--- config.mk ---
export PLATFORM = sky130hd
export DESIGN_NAME = ula_carregador
export DESIGN_NICKNAME = d
export VERILOG_FILES = /design/src/rtl/ula_pkg.sv /design/src/rtl/detecta_borda.sv /design/src/rtl/ula_carregador.sv
export SDC_FILE = /design/constraint.sdc
export NUM_CORES = 1
export LEC_CHECK = 0
export BUFFER_PORTS_ARGS = -buffer_cell sky130_fd_sc_hd__buf_2
export CAP_MARGIN = 15
export CORE_MARGIN = 1
export CORE_UTILIZATION = 35
export CTS_BUF_LIST = sky130_fd_sc_hd__clkbuf_4
export CTS_CLUSTER_SIZE = 28
export DETAILED_ROUTE_END_ITERATION = 12
export PLACE_DENSITY = 0.61
export SKIP_CTS_REPAIR_TIMING = 1
export SLEW_MARGIN = 25
export SYNTH_ARGS = -nofsm -noshare
export SYNTH_HDL_FRONTEND = slang
export SYNTH_SLANG_ARGS = --single-unit
--- constraint.sdc ---
create_clock -name clk -period 1.6 [get_ports clk]
set_input_delay 0.08 -clock clk [delete_from_list [all_inputs] [get_ports clk]]
set_output_delay 0.08 -clock clk [all_outputs]
set_load 0.01 [all_outputs]
--- src/rtl/ula_pkg.sv ---
// Shared definitions for the operand loader, the ALU and later stages.
package ula_pkg;

  localparam int W_OPER = 6;
  localparam int W_RES  = 7;

  localparam logic MODO_ARIT = 1'b0;
  localparam logic MODO_LOG  = 1'b1;

  typedef enum logic [2:0] {
    S_A    = 3'd0,
    S_B    = 3'd1,
    S_OP   = 3'd2,
    S_EXEC = 3'd3,
    S_SHOW = 3'd4
  } estado_t;

endpackage

--- src/rtl/detecta_borda.sv ---
// Rising-edge detector for an already-synchronous level; a level that is high
// when reset releases must fall before its next rise counts as an edge.
module detecta_borda (
  input  logic clk,
  input  logic reset,
  input  logic in,
  output logic pulse
);

  logic in_q;
  logic armed_q;

  always_ff @(posedge clk) begin
    if (reset) begin
      in_q    <= 1'b0;
      armed_q <= 1'b0;
    end else begin
      in_q <= in;
      if (!in) begin
        armed_q <= 1'b1;
      end
    end
  end

  assign pulse = in & ~in_q & armed_q;

endmodule

--- src/rtl/ula_carregador.sv ---
// Loads A, B and mode/opcode from the switch bank, one button press each,
// then captures the ALU result and holds it for display with an optional timeout.
module ula_carregador
  import ula_pkg::*;
#(
  parameter int SHOW_CYCLES = 16
) (
  input  logic              clk,
  input  logic              reset,
  input  logic [W_OPER-1:0] sw,
  input  logic              btn,
  input  logic              cancel,
  output logic [W_OPER-1:0] A,
  output logic [W_OPER-1:0] B,
  output logic              selModo,
  output logic [2:0]        selOp,
  input  logic [W_RES-1:0]  ula_res,
  input  logic              ula_co,
  input  logic              ula_zero,
  output logic [W_RES-1:0]  res,
  output logic              co,
  output logic              zero,
  output logic              res_valid,
  output logic [2:0]        estado
);

  localparam int CNT_W = ($clog2(SHOW_CYCLES + 1) < 1) ? 1 : $clog2(SHOW_CYCLES + 1);
  localparam bit TIMEOUT_EN = (SHOW_CYCLES != 0);
  localparam logic [CNT_W-1:0] CNT_LAST = CNT_W'((SHOW_CYCLES == 0) ? 0 : SHOW_CYCLES - 1);

  estado_t             state_q, state_d;
  logic [W_OPER-1:0]   a_q, a_d, b_q, b_d;
  logic                modo_q, modo_d;
  logic [2:0]          op_q, op_d;
  logic [W_RES-1:0]    res_q, res_d;
  logic                co_q, co_d, zero_q, zero_d, valid_q, valid_d;
  logic [CNT_W-1:0]    cnt_q, cnt_d;
  logic                press;
  logic                unused_sw;

  // The upper switch bits carry no meaning in the mode/opcode entry.
  assign unused_sw = ^sw[5:4];

  detecta_borda u_borda (
    .clk   (clk),
    .reset (reset),
    .in    (btn),
    .pulse (press)
  );

  always_comb begin
    state_d = state_q;
    a_d     = a_q;
    b_d     = b_q;
    modo_d  = modo_q;
    op_d    = op_q;
    res_d   = res_q;
    co_d    = co_q;
    zero_d  = zero_q;
    valid_d = valid_q;
    cnt_d   = '0;
    if (cancel) begin
      state_d = S_A;
    end else begin
      case (state_q)
        S_A: if (press) begin
          a_d     = sw;
          state_d = S_B;
        end
        S_B: if (press) begin
          b_d     = sw;
          state_d = S_OP;
        end
        S_OP: if (press) begin
          modo_d  = sw[3];
          op_d    = sw[2:0];
          state_d = S_EXEC;
        end
        S_EXEC: begin
          res_d   = ula_res;
          co_d    = ula_co;
          zero_d  = ula_zero;
          valid_d = 1'b1;
          state_d = S_SHOW;
        end
        S_SHOW: begin
          if (press) begin
            state_d = S_A;
          end else if (TIMEOUT_EN && cnt_q == CNT_LAST) begin
            valid_d = 1'b0;
            state_d = S_A;
          end else begin
            cnt_d = cnt_q + CNT_W'(1);
          end
        end
        default: state_d = S_A;
      endcase
    end
  end

  always_ff @(posedge clk) begin
    if (reset) begin
      state_q <= S_A;
      a_q     <= '0;
      b_q     <= '0;
      modo_q  <= MODO_ARIT;
      op_q    <= '0;
      res_q   <= '0;
      co_q    <= 1'b0;
      zero_q  <= 1'b0;
      valid_q <= 1'b0;
      cnt_q   <= '0;
    end else begin
      state_q <= state_d;
      a_q     <= a_d;
      b_q     <= b_d;
      modo_q  <= modo_d;
      op_q    <= op_d;
      res_q   <= res_d;
      co_q    <= co_d;
      zero_q  <= zero_d;
      valid_q <= valid_d;
      cnt_q   <= cnt_d;
    end
  end

  assign A         = a_q;
  assign B         = b_q;
  assign selModo   = modo_q;
  assign selOp     = op_q;
  assign res       = res_q;
  assign co        = co_q;
  assign zero      = zero_q;
  assign res_valid = valid_q;
  assign estado    = state_q;

endmodule

==> flow_metrics.env <==
export IMPL_status="finished with violations"
export IMPL_violations="hold timing"
export IMPL_r2r_start="cnt_q[0]"
export IMPL_area_sequential_um2=722
export IMPL_design_core_area_um2=4000
export IMPL_ys_ff_latch=36
export IMPL_multiInputGateArea_um2=681
export IMPL_drc=0
export IMPL_crit_path_end_kind="flip-flop"
export IMPL_io_pins=48
export IMPL_cts_buffers=5
export IMPL_area_growth_pct=25.6
export IMPL_synth_edf_count=0
export IMPL_async_flop_share=0
export IMPL_place_congestion=0.694
export IMPL_finalNonFillerCells=255
export IMPL_routed_wl_mm=2.95
export IMPL_hold_path_startpoint="ula_res[2]"
export IMPL_synthCells=151
export IMPL_worst_pin_slew_ns=0.592
export IMPL_path_cells="ha_2 -> and3_1 -> ha_2 -> nor3_2 -> nand4_1 -> nor2_1"
export IMPL_n_fill_cell=416
export IMPL_grt_ovfl_total=0
export IMPL_p_switching_w=0.000350
export IMPL_die_x_um=66.6
export IMPL_initial_core_util=0.365
export IMPL_slew_viol_final=0
export IMPL_vias_per_cell=4.64
export IMPL_final_core_util=0.458
export IMPL_critical_path_top_delay_family="simple AND/OR/NAND/NOR gates"
export IMPL_finClkSkew_ns=0.0176
export IMPL_finalCritPeriodShare=0.891
export IMPL_nets=225
export IMPL_finalHoldViolations=4
export IMPL_clk_latency_ns=0.34
export IMPL_placed_cell_area_um2=1720
export IMPL_cp_max_fo=5
export IMPL_n_antenna_cell=0
export IMPL_maxCapViolCount=0
export IMPL_grt_antenna_before_repair=0
export IMPL_die_area_um2=4430
export IMPL_avgSynthCellArea_um2=9.66
export IMPL_power_share_sequential=0.621
export IMPL_synth_warnings=0
export IMPL_worst_ir_drop_vdd_uv=377
export IMPL_finalCriticalPeriod_ns=1.43
export IMPL_wl_per_cell_um=11.5
export IMPL_path_common_cell="ha_2"
export IMPL_synth_flop_cell="dfxtp_1"
export IMPL_startpoint="cnt_q[0]"
export IMPL_path_buf_inv=0
export IMPL_syn_num_nets=172
export IMPL_yosysSeqAreaShare=0.494
export IMPL_max_freq_ghz=0.701
export IMPL_startpoint_type="flip-flop"
export IMPL_cts_tree="yes"
export IMPL_swShare=0.237
export IMPL_hold_slack_ns=-0.0332
export IMPL_cp_required_ns=1.87
export IMPL_cp_slowest_cell="dfxtp_2"
export IMPL_hp_class="input pin to flip-flop"
export IMPL_p_leak_nw=0.840
export IMPL_drtIter0Drc=45
export IMPL_numPortBuffers=47
export IMPL_synth_cell_types=31
export IMPL_rsz0062_at_grt="no"
export IMPL_critPathKind="flip-flop to flip-flop"
export IMPL_root_buffer="clkbuf_4"
export IMPL_clk_transition_reported_paths_ns=0.12
export IMPL_synthesis_area_um2=1460
export IMPL_htree_levels=2
export IMPL_drt_pre_antenna_iters=4
export IMPL_cts_sinks=36
export IMPL_finalInstanceArea_um2=1830
export IMPL_setup_viol=0
export IMPL_ant_nets=0
export IMPL_fp_row_count=23
export IMPL_intPower_w=0.00112
export IMPL_grt_usage=0.138
export IMPL_cp_arrival_ns=1.69
export IMPL_first_global_vias=993
export IMPL_grt_first_pass_wirelength_mm=4.47
export IMPL_p_clk_frac=0.307
export IMPL_relSlewSlack=0.605
export IMPL_placed_cells=242
export IMPL_setup_tns_final_ns=0
export IMPL_dpl_hpwl_mm=2.00
export IMPL_total_power_w=0.00147
export IMPL_pwr_share_comb=0.072
export IMPL_vias=1183
export IMPL_drive_gt1_frac=0.302
export IMPL_power_density_nw_per_um2=804
export IMPL_clock_path_buffers=2
export IMPL_die_h_um=66.6
export IMPL_critical_path_max_stage_delay_ns=0.34
export IMPL_grt_max_degree=39
[per-layer routing]
metal / GRT usage / routed length [um] / up-vias
met1: 0.167 / 1410 / 538
met4: 0.0691 / 52 / 0
met2: 0.211 / 1350 / 20
met5: 0 / 0 / -
li1: - / - / 619
met3: 0.0531 / 136 / 6
[synth_stat cells, types with 2 or more instances]
cell type	number	area share
nand2_1	20	0.051
nand3_1	2	0.0069
buf_2	3	0.010
inv_1	4	0.010
nor2_1	7	0.018
mux2i_1	16	0.11
a21oi_1	11	0.038
nor2b_1	2	0.0086
buf_6	2	0.015
and3_1	2	0.0086
dfxtp_1	36	0.49
nand2b_1	23	0.099
clkbuf_1	2	0.0051
nand3b_1	3	0.015
ha_1	2	0.017
[cell families (layout without fill, tap and decap cells)]
group / Yosys count / after routing / synth area share
adder cells (fa/ha/maj): 2 / 2 / 0.0171
XOR/XNOR: 2 / 2 / 0.0120
buffers and inverters: 12 / 66 / 0.0463
AO/OA/AOI/OAI: 15 / 15 / 0.0609
AND/OR/NAND/NOR: 68 / 68 / 0.260
flip-flops: 36 / 36 / 0.494
multiplexers: 16 / 16 / 0.110
[power groups by stage]
stage	Sequential (W)	Clock, W	Combinational (W)
6_report	0.000914	0.000453	0.000106
5_1_grt	0.000916	0.000507	0.000117
4_1_cts	0.000915	0.000476	0.0000961
3_5_place_dp	0.000935	0	0.0000957
3_3_place_gp	0.000935	0	0.0000957
2_1_floorplan	0.000938	0	0.0000520
[final cells by class]
cell class,instances,area share
tap,50,0.0342
sequential,36,0.394
timing repair buffer,54,0.164
clock buffer,5,0.0205
multi-input combinational,103,0.372
clock inverter,3,0.00751
inverter,4,0.00820
[flip-flops by register name, indices dropped and copies added (netlist names), 3 cells and up]
register / flops
A: 6
res: 7
selOp: 3
cnt_q: 5
B: 6
estado: 3
[through the flow]
stage | hold slack (ns) | setup slack, ns
final | -0.0332 | 0.174
after global routing | 0.00107 | 0.0120
after CTS | -0.0698 | 0.0559
after detailed placement | 0.310 | 0.0765
after global placement | 0.307 | 0.125
after floorplan | 0.158 | 0.232
[cell usage in the layout, fill, tap and decap left out, types with 2 or more instances in the layout]
cell type      instances
a21oi_1               11
and3_1                 2
buf_2                 47
buf_4                  2
clkbuf_4               5
clkinv_2               2
dfxtp_1               35
dlygate4sd3_1          5
ha_2                   2
inv_1                  4
mux2i_1               16
nand2_1               20
nand2b_1              23
nand3_1                2
nand3b_1               3
nor2_1                 7
nor2b_1                2
[final timing paths]
check / endpoint / slack (ns) / depth (start not counted)
setup / recovery: cnt_q[2] / 0.17 / 6
hold / removal: res[2] / -0.03 / 3
setup reg to reg: cnt_q[2] / 0.17 / 6
hold reg to reg: cnt_q[0] / 0.42 / 1
[tightest hold or removal path, cell delays in order]
cell and delay, ns:
buf_2 0.10, nand2_1 0.05, a21oi_1 0.05
Note: power is estimated with default switching activity, not from simulation.
